==> src/rtl/mips_ctrl_pkg.sv <==
// Shared types and encodings for the multi-cycle MIPS control FSM.
// Define JUMP_EN to add the JUMP state and opcode 2 support.
package mips_ctrl_pkg;

  typedef enum logic [3:0] {
    FETCH    = 4'd0,
    DECODE   = 4'd1,
    MEM_ADDR = 4'd2,
    MEM_RD   = 4'd3,
    MEM_WB   = 4'd4,
    MEM_WR   = 4'd5,
    R_EXEC   = 4'd6,
    R_WB     = 4'd7,
    BRANCH   = 4'd8,
    HALT     = 4'd9
`ifdef JUMP_EN
    , JUMP   = 4'd10
`endif
  } state_e;

  localparam logic [5:0] OP_RTYPE = 6'd0;
  localparam logic [5:0] OP_LW    = 6'd35;
  localparam logic [5:0] OP_SW    = 6'd43;
  localparam logic [5:0] OP_BEQ   = 6'd4;
  localparam logic [5:0] OP_J     = 6'd2;

  localparam logic [1:0] ALUOP_ADD   = 2'b00;
  localparam logic [1:0] ALUOP_SUB   = 2'b01;
  localparam logic [1:0] ALUOP_FUNCT = 2'b10;

  localparam logic [1:0] ALUSRCB_REG   = 2'b00;
  localparam logic [1:0] ALUSRCB_FOUR  = 2'b01;
  localparam logic [1:0] ALUSRCB_IMM   = 2'b10;
  localparam logic [1:0] ALUSRCB_BROFF = 2'b11;

  localparam logic [1:0] PCSRC_ALU    = 2'b00;
  localparam logic [1:0] PCSRC_ALUOUT = 2'b01;
  localparam logic [1:0] PCSRC_JUMP   = 2'b10;

  localparam int unsigned WAIT_CNT_W = 8;

  // States that stall on mem_ready and therefore run the wait timer.
  function automatic logic is_wait_state(state_e s);
    return (s == FETCH) || (s == MEM_RD) || (s == MEM_WR);
  endfunction

endpackage

==> src/rtl/mem_wait_timer.sv <==
// Counts memory wait cycles and flags the cycle whose increment reaches TIMEOUT_CYCLES.
module mem_wait_timer
  import mips_ctrl_pkg::*;
#(
  parameter int unsigned TIMEOUT_CYCLES = 16
) (
  input  logic clk,
  input  logic rst,
  input  logic clear,
  input  logic inc,
  output logic expire
);

  logic [WAIT_CNT_W-1:0] count_q;

  always_ff @(posedge clk or posedge rst) begin
    if (rst) begin
      count_q <= '0;
    end else if (clear) begin
      count_q <= '0;
    end else if (inc) begin
      count_q <= count_q + 8'd1;
    end
  end

  // Fires on the wait cycle that would take the count to TIMEOUT_CYCLES.
  assign expire = inc && (count_q == 8'(TIMEOUT_CYCLES - 1));

endmodule

==> src/rtl/multicycle_control.sv <==
// Multi-cycle MIPS datapath control FSM with memory wait timeout and sticky error.
// Define JUMP_EN to decode opcode 2 into the JUMP state.
module multicycle_control
  import mips_ctrl_pkg::*;
#(
  parameter int unsigned TIMEOUT_CYCLES = 16
) (
  input  logic       clk,
  input  logic       rst,
  input  logic [5:0] opcode,
  input  logic       mem_ready,
  output logic       PCWrite,
  output logic       PCWriteCond,
  output logic       IorD,
  output logic       MemRead,
  output logic       MemWrite,
  output logic       IRWrite,
  output logic       MemtoReg,
  output logic       RegDst,
  output logic       RegWrite,
  output logic       ALUSrcA,
  output logic [1:0] ALUSrcB,
  output logic [1:0] ALUOp,
  output logic [1:0] PCSource,
  output logic [3:0] state,
  output logic       instr_done,
  output logic       err
);

  state_e state_q;
  logic   err_q;
  logic   in_wait;
  logic   expire;

  assign in_wait = is_wait_state(state_q);

  mem_wait_timer #(
    .TIMEOUT_CYCLES(TIMEOUT_CYCLES)
  ) u_timer (
    .clk   (clk),
    .rst   (rst),
    .clear (mem_ready || !in_wait),
    .inc   (in_wait && !mem_ready),
    .expire(expire)
  );

  always_ff @(posedge clk or posedge rst) begin
    if (rst) begin
      state_q <= FETCH;
      err_q   <= 1'b0;
    end else begin
      unique case (state_q)
        FETCH: begin
          if (mem_ready) begin
            state_q <= DECODE;
          end else if (expire) begin
            state_q <= HALT;
            err_q   <= 1'b1;
          end
        end
        DECODE: begin
          case (opcode)
            OP_RTYPE:     state_q <= R_EXEC;
            OP_LW, OP_SW: state_q <= MEM_ADDR;
            OP_BEQ:       state_q <= BRANCH;
`ifdef JUMP_EN
            OP_J:         state_q <= JUMP;
`endif
            default: begin
              state_q <= FETCH;
              err_q   <= 1'b1;
            end
          endcase
        end
        MEM_ADDR: state_q <= (opcode == OP_LW) ? MEM_RD : MEM_WR;
        MEM_RD: begin
          if (mem_ready) begin
            state_q <= MEM_WB;
          end else if (expire) begin
            state_q <= HALT;
            err_q   <= 1'b1;
          end
        end
        MEM_WB: state_q <= FETCH;
        MEM_WR: begin
          if (mem_ready) begin
            state_q <= FETCH;
          end else if (expire) begin
            state_q <= HALT;
            err_q   <= 1'b1;
          end
        end
        R_EXEC: state_q <= R_WB;
        R_WB:   state_q <= FETCH;
        BRANCH: state_q <= FETCH;
`ifdef JUMP_EN
        JUMP:   state_q <= FETCH;
`endif
        HALT:   state_q <= HALT;
        default: state_q <= FETCH;
      endcase
    end
  end

  // Outputs decode from the state register; reset masks every strobe while held.
  always_comb begin
    PCWrite     = 1'b0;
    PCWriteCond = 1'b0;
    IorD        = 1'b0;
    MemRead     = 1'b0;
    MemWrite    = 1'b0;
    IRWrite     = 1'b0;
    MemtoReg    = 1'b0;
    RegDst      = 1'b0;
    RegWrite    = 1'b0;
    ALUSrcA     = 1'b0;
    ALUSrcB     = ALUSRCB_REG;
    ALUOp       = ALUOP_ADD;
    PCSource    = PCSRC_ALU;
    instr_done  = 1'b0;
    if (!rst) begin
      unique case (state_q)
        FETCH: begin
          MemRead = 1'b1;
          ALUSrcB = ALUSRCB_FOUR;
          IRWrite = mem_ready;
          PCWrite = mem_ready;
        end
        DECODE:   ALUSrcB = ALUSRCB_BROFF;
        MEM_ADDR: begin
          ALUSrcA = 1'b1;
          ALUSrcB = ALUSRCB_IMM;
        end
        MEM_RD: begin
          MemRead = 1'b1;
          IorD    = 1'b1;
        end
        MEM_WB: begin
          RegWrite   = 1'b1;
          MemtoReg   = 1'b1;
          instr_done = 1'b1;
        end
        MEM_WR: begin
          MemWrite   = 1'b1;
          IorD       = 1'b1;
          instr_done = mem_ready;
        end
        R_EXEC: begin
          ALUSrcA = 1'b1;
          ALUOp   = ALUOP_FUNCT;
        end
        R_WB: begin
          RegWrite   = 1'b1;
          RegDst     = 1'b1;
          instr_done = 1'b1;
        end
        BRANCH: begin
          ALUSrcA     = 1'b1;
          ALUOp       = ALUOP_SUB;
          PCWriteCond = 1'b1;
          PCSource    = PCSRC_ALUOUT;
          instr_done  = 1'b1;
        end
`ifdef JUMP_EN
        JUMP: begin
          PCWrite    = 1'b1;
          PCSource   = PCSRC_JUMP;
          instr_done = 1'b1;
        end
`endif
        HALT: ;
        default: ;
      endcase
    end
  end

  assign state = state_q;
  assign err   = err_q;

endmodule

==> config.mk <==
export PLATFORM = sky130hd
export DESIGN_NAME = multicycle_control
export DESIGN_NICKNAME = d
export VERILOG_FILES = /design/src/rtl/mips_ctrl_pkg.sv /design/src/rtl/mem_wait_timer.sv /design/src/rtl/multicycle_control.sv
export SDC_FILE = /design/constraint.sdc
export NUM_CORES = 1
export LEC_CHECK = 0
export CAP_MARGIN = 10
export CORE_ASPECT_RATIO = 0.9
export CORE_MARGIN = 5
export CORE_UTILIZATION = 45
export DETAILED_ROUTE_END_ITERATION = 10
export PLACE_DENSITY = 0.8
export SYNTH_ARGS = -nofsm -noshare
export SYNTH_HDL_FRONTEND = slang
export SYNTH_SLANG_ARGS = --single-unit
==> constraint.sdc <==
create_clock -name clk -period 4.4 [get_ports clk]
set_clock_uncertainty 0.2 [all_clocks]
set_input_delay 0.88 -clock clk [delete_from_list [all_inputs] [get_ports clk]]
set_output_delay 0.88 -clock clk [all_outputs]
set_load 0.01 [all_outputs]
==> flow_metrics.env, run 1 <==
export IMPL_clock_power_share_pct=26.6
export IMPL_dpl_cell_area_mm2=0.001184
export IMPL_leakagePower_uw=0.0004689
export IMPL_antenna_found_initial=0
export IMPL_status="completed"
export IMPL_grt_pass1_wl_um=3843
export IMPL_switching_share_pct=31.13
export IMPL_die_area_mm2=0.003032
export IMPL_synth_area_leader_cell="dfrtp_1"
export IMPL_wirelength_um=2234
export IMPL_diodes=0
export IMPL_overflow=0
export IMPL_dp_hpwl_um=1754
export IMPL_ctsResizeCount=0
export IMPL_port_buffers=29
export IMPL_ys_top_cells_by_area="dfrtp_1 36%, nor2_1 7.4%, xnor2_1 3.8%"
export IMPL_postSynth_asyncResetShare_pct=100.0
export IMPL_vias=872
export IMPL_reg2reg_slack_ns=2.33
export IMPL_clk_pin_slew_ns=0.08
export IMPL_timing_final_hold_violations=0
export IMPL_synth_nets=117
export IMPL_ctsLongestPathBuffers=2
export IMPL_pre_cts_ws_ns=0.5447
export IMPL_synth_edff_count=0
export IMPL_synthDistinctLibCells=39
export IMPL_coreArea_mm2=0.001933
export IMPL_cp_start_kind="primary input"
export IMPL_synth_warnings=0
export IMPL_postSynthAreaPerCell_um2=8.536
export IMPL_setup_viol=0
export IMPL_hold_depth=1
export IMPL_power_uw=280.9
export IMPL_drv_slew=0
export IMPL_clock_latency_ns=0.28
export IMPL_synth_cells=107
export IMPL_hold_end="u_timer.count_q[0]$_DFF_PP0_"
export IMPL_reg2reg_depth=4
export IMPL_setup_tns_ns=0
export IMPL_internal_power_uw=193.4
export IMPL_worstPathArrival_ns=2.75
export IMPL_cts_buffers=3
export IMPL_n_fill_cell=169
export IMPL_die_width_um=57.49
export IMPL_pwr_share_seq_pct=48.1
export IMPL_nets=143
export IMPL_grt_max_degree=17
export IMPL_netlist_area_leader_share_pct=35.62
export IMPL_switchingPower_uw=87.43
export IMPL_cp_max_fo=6
export IMPL_rsz0062_at_grt="false"
export IMPL_drtIter0Drc=33
export IMPL_dr_pass1_iters=4
export IMPL_cts_sinks=13
export IMPL_fp_dieH_um=52.74
export IMPL_cts_setup_buffers=0
export IMPL_rows=15
export IMPL_ios=31
export IMPL_yosysSeqAreaShare_pct=35.62
export IMPL_fin_area_mm2=0.001211
export IMPL_r2r_end="err$_DFFE_PP0P_"
export IMPL_post_route_period_util_pct=87.04
export IMPL_wl_per_cell_um=14.23
export IMPL_grt_usage_pct=16.31
export IMPL_gp_congestion=0.7662
export IMPL_ir_worst_vdd_mv=0.1557
export IMPL_cts_tree="yes"
export IMPL_ant_nets=0
export IMPL_grt_pass1_vias=866
export IMPL_drv_cap=0
export IMPL_r2r_start="state[1]$_DFF_PP0_"
export IMPL_netlist_area_um2=913.4
export IMPL_ctsHtreeMaxLevel=1
export IMPL_cp_data_required_time_ns=3.32
export IMPL_initial_core_util_pct=47.25
export IMPL_clockRootBuffer="clkbuf_4"
export IMPL_worstSetupPathType="in2out"
export IMPL_fin_ws_ns=0.5702
export IMPL_synthFlopType="dfrtp_1"
export IMPL_mostFrequentLayoutCells="29 x clkdlybuf4s50_1, 18 x nor2_1, 13 x dfrtp_1, 7 x nand2_1"
export IMPL_fmax_ghz=0.2611
export IMPL_fin_util_pct=62.65
export IMPL_min_period_ns=3.830
export IMPL_final_common_cell="clkdlybuf4s50_1"
export IMPL_final_layout_size_suffix_gt1_share_pct=9.091
export IMPL_p_per_area_mw_per_mm2=231.9
export IMPL_drc_errors=0
export IMPL_syn2layout_area_growth_pct=32.60
export IMPL_comb_power_share_pct=25.4
export IMPL_hp_start="u_timer.count_q[0]$_DFF_PP0_"
export IMPL_vias_per_cell=5.554
export IMPL_end_kind="output pin"
export IMPL_min_path_type="reg2reg"
export IMPL_cts_hold_buffers=0
export IMPL_ys_seq_elements=13
[metrics by stage]
stage	hold WS [ns]	std cells
finish	0.2650	157
CTS	0.2706	157
global route	0.3030	157
detailed placement	0.2592	153
global placement	0.2459	153
floorplan	0.2329	107
[cell type report]
cell class	instances	area [um^2]	area share, %
inverter	3	11.26	0.9298
tap	25	31.28	2.583
multi-input combinational	83	525.5	43.39
clock buffer	3	22.52	1.860
timing repair buffer	29	290.3	23.97
clock inverter	1	5.005	0.4132
sequential	13	325.3	26.86
[cell families (layout without fill, tap and decap cells)]
| kind of cell | after synthesis | after routing | share of synthesized area, % |
|---|---|---|---|
| and+or+nand+nor | 55 | 55 | 32.88 |
| AOI/OAI and AO/OA | 18 | 18 | 14.93 |
| DFF | 13 | 13 | 35.62 |
| buffers and inverters | 11 | 36 | 6.849 |
| xor gates and xnor gates | 7 | 7 | 6.712 |
| adders and majority gates | 1 | 1 | 1.370 |
| other | 1 | 1 | 0.4106 |
| muxes | 1 | 1 | 1.233 |
[power by group through the flow]
stage                     Sequential [uW]  Clock (uW)  Combinational, uW
after floorplan                       132           0               44.9
after global placement                136           0               68.9
after detailed placement              138           0               71.2
after CTS                             135        76.9               71.6
after global routing                  137        83.0               79.0
final                                 135        74.6               71.2
[how the worst max path moves through the flow]
stage,from,endpoint,slack (ns),cells after the start
detailed placement,rst,IRWrite,0.54,4
global placement,rst,IRWrite,0.62,4
global route,rst,IRWrite,0.40,4
finish,rst,PCWrite,0.57,4
CTS,rst,IRWrite,0.54,4
floorplan,rst,PCWrite,1.29,3
[flip-flops by register name, summed over array words and instances, names as in the netlist]
| name | count |
|---|---|
| state | 4 |
| err | 1 |
| u_timer.count_q | 8 |
[worst max-delay path: stages]
cell             delay, ns
clkdlybuf4s50_1       0.50
or3_1                 0.40
nor4b_1               0.37
clkdlybuf4s50_1       0.60
[metal layers]
metal / routed length [um] / global-route usage, % / part of all wire [%] / vias up
met5: 0 / 0 / 0 / -
met4: 0 / 3.861 / 0 / 0
met1: 1017 / 20.69 / 46 / 416
met2: 1080 / 27.07 / 48 / 28
met3: 136 / 4.926 / 6.1 / 0
li1: - / - / - / 428
[synthesized netlist by cell type, types with 2 or more instances]
cell and instances:
nand2_1 7, or3_1 3, nor2b_1 2, a21oi_1 3
xor2_1 3, o21bai_1 2, xnor2_1 4, nor4_1 4
o221ai_2 2, o21ai_0 4, nor3_1 4, nand2b_1 4
inv_1 3, nor2_1 18, clkbuf_1 2, buf_4 3
buf_2 2, and3_1 2, dfrtp_1 13, nand3_1 3
(Power assumes the default switching activity.)
==> inputs of run 2 (changes only) <==
--- a/config.mk
+++ b/config.mk
@@ -5,6 +5,7 @@
 export SDC_FILE = /design/constraint.sdc
 export NUM_CORES = 1
 export LEC_CHECK = 0
+export ABC_AREA = 0
 export CAP_MARGIN = 10
 export CORE_ASPECT_RATIO = 0.9
 export CORE_MARGIN = 5
==> results of run 2 <==
No change in the layout: final DEF, timing and power equal those of run 1.
==> inputs of run 3 (changes only) <==
--- a/config.mk
+++ b/config.mk
@@ -9,9 +9,9 @@
 export CAP_MARGIN = 10
 export CORE_ASPECT_RATIO = 0.9
 export CORE_MARGIN = 5
-export CORE_UTILIZATION = 45
+export CORE_UTILIZATION = 29
 export DETAILED_ROUTE_END_ITERATION = 10
-export PLACE_DENSITY = 0.8
+export PLACE_DENSITY = 0.56
 export SYNTH_ARGS = -nofsm -noshare
 export SYNTH_HDL_FRONTEND = slang
 export SYNTH_SLANG_ARGS = --single-unit
==> run 3 against run 2 <==
Count of clock-buffer cells in the layout stayed put. Sequential share of layout area fell by 0.46 points. Global-route usage fell by 6.2 points. Final cell count rose by 11%. Core utilization shrank 22 points. Critical path type unchanged.
==> flow_metrics.env, run 3 (synthesis gave the netlist of run 1 again) <==
export IMPL_status="completed"
export IMPL_wl_per_cell_um=12.33
export IMPL_cp_data_required_time_ns=3.32
export IMPL_wirelength_um=2146
export IMPL_cp_start_kind="primary input"
export IMPL_clk_pin_slew_ns=0.08
export IMPL_drc_errors=0
export IMPL_drv_cap=0
export IMPL_ir_worst_vdd_mv=0.1036
export IMPL_cts_sinks=13
export IMPL_ctsLongestPathBuffers=2
export IMPL_dr_pass1_iters=2
export IMPL_ctsResizeCount=0
export IMPL_cts_buffers=3
export IMPL_final_layout_size_suffix_gt1_share_pct=9.091
export IMPL_overflow=0
export IMPL_cp_max_fo=6
export IMPL_fp_dieH_um=63.24
export IMPL_gp_congestion=0.7432
export IMPL_grt_max_degree=17
export IMPL_grt_usage_pct=10.06
export IMPL_dp_hpwl_um=1680
export IMPL_cts_tree="yes"
export IMPL_cts_setup_buffers=0
export IMPL_tightest_slew_ns=0.5101
export IMPL_dpl_cell_area_mm2=0.001205
export IMPL_diodes=0
export IMPL_ios=31
export IMPL_largest_register="u_timer.count_q"
export IMPL_grt_pass1_vias=799
export IMPL_min_period_ns=3.887
export IMPL_clockRootBuffer="clkbuf_4"
export IMPL_final_common_cell="clkdlybuf4s50_1"
export IMPL_fmax_ghz=0.2573
export IMPL_die_area_mm2=0.004373
export IMPL_nets=143
export IMPL_syn2layout_area_growth_pct=34.93
export IMPL_grt_pass1_wl_um=3691
export IMPL_post_route_period_util_pct=88.33
export IMPL_antenna_found_initial=0
export IMPL_drv_slew=0
export IMPL_cts_hold_buffers=0
export IMPL_fin_area_mm2=0.001232
export IMPL_p_per_area_mw_per_mm2=225.3
export IMPL_hp_start="u_timer.count_q[0]$_DFF_PP0_"
export IMPL_vias_per_cell=4.799
export IMPL_cp_startpoint="rst"
export IMPL_vias=835
export IMPL_initial_core_util_pct=30.02
export IMPL_mostFrequentLayoutCells="29 x clkdlybuf4s50_1, 18 x nor2_1, 13 x dfrtp_1, 7 x nand2_1"
export IMPL_timing_final_hold_violations=0
export IMPL_leakagePower_uw=0.0004689
export IMPL_end_kind="output pin"
export IMPL_ant_nets=0
export IMPL_setup_tns_ns=0
export IMPL_min_path_type="reg2reg"
export IMPL_r2r_start="state[1]$_DFF_PP0_"
export IMPL_setup_viol=0
export IMPL_worstSetupPathType="in2out"
export IMPL_coreArea_mm2=0.003043
export IMPL_relSlewSlack_pct=65.95
export IMPL_largest_register_ffs=8
export IMPL_worstPathArrival_ns=2.81
export IMPL_fin_hold_ws_ns=0.2609
export IMPL_port_buffers=29
export IMPL_die_width_um=69.16
export IMPL_clock_latency_ns=0.28
export IMPL_rows=19
export IMPL_rsz0062_at_grt="false"
export IMPL_drtIter0Drc=31
export IMPL_ctsHtreeMaxLevel=1
export IMPL_n_fill_cell=333
==> run 3: path summary, 6_finish.rpt <==
| path | cells past startpoint | endpoint | slack (ns) |
|---|---|---|---|
| setup / recovery | 4 | PCWrite | 0.51 |
| hold / removal | 1 | u_timer.count_q[0]$_DFF_PP0_ | 0.26 |
| setup reg to reg | 4 | err$_DFFE_PP0P_ | 2.34 |
| hold reg to reg | 1 | u_timer.count_q[0]$_DFF_PP0_ | 0.26 |
| max in group asynchronous | 2 | u_timer.count_q[2]$_DFF_PP0_ | 2.78 |
| min in group asynchronous | 2 | state[0]$_DFF_PP0_ | 0.89 |
==> run 3: routing by layer <==
layer / part of all wire (%) / global-route usage [%] / up-vias
met3: 3.0 / 2.385 / 4
met5: 0 / 0 / -
li1: - / - / 429
met4: 1.1 / 2.927 / 0
met1: 51 / 13.48 / 387
met2: 44 / 16.07 / 15
==> run 3: final cells by class <==
| class | instances | area (um^2) | share of cell area [%] |
|---|---|---|---|
| Clock inverter | 1 | 5.005 | 0.4061 |
| Inverter | 3 | 11.26 | 0.9137 |
| Clock buffer | 3 | 22.52 | 1.827 |
| Multi-Input combinational cell | 83 | 525.5 | 42.64 |
| Tap cell | 42 | 52.55 | 4.264 |
| Sequential cell | 13 | 325.3 | 26.40 |
| Timing Repair Buffer | 29 | 290.3 | 23.55 |
==> run 3: critical path: stages <==
cell	delay, ns
clkdlybuf4s50_1	0.50
or3_1	0.40
nor4b_1	0.41
clkdlybuf4s50_1	0.61
==> run 3: per-stage QoR <==
stage	power, uW	utilization [%]	worst slack [ns]	std cells
after floorplan	177.4	-	1.289	107
after global placement	207.2	39.60	0.5973	170
after detailed placement	208.2	39.60	0.4969	170
after CTS	281.6	40.50	0.4878	174
after global routing	298.3	40.50	0.3977	174
final	277.7	40.50	0.5135	174
==> run 3: where the power goes <==
part / total, uW / switching [uW] / leakage (uW) / internal, uW
Sequential: 135 / 10.5 / 0.000173 / 124
Clock: 73.0 / 39.3 / 0.0000177 / 33.7
Combinational: 70.1 / 34.7 / 0.000278 / 35.4
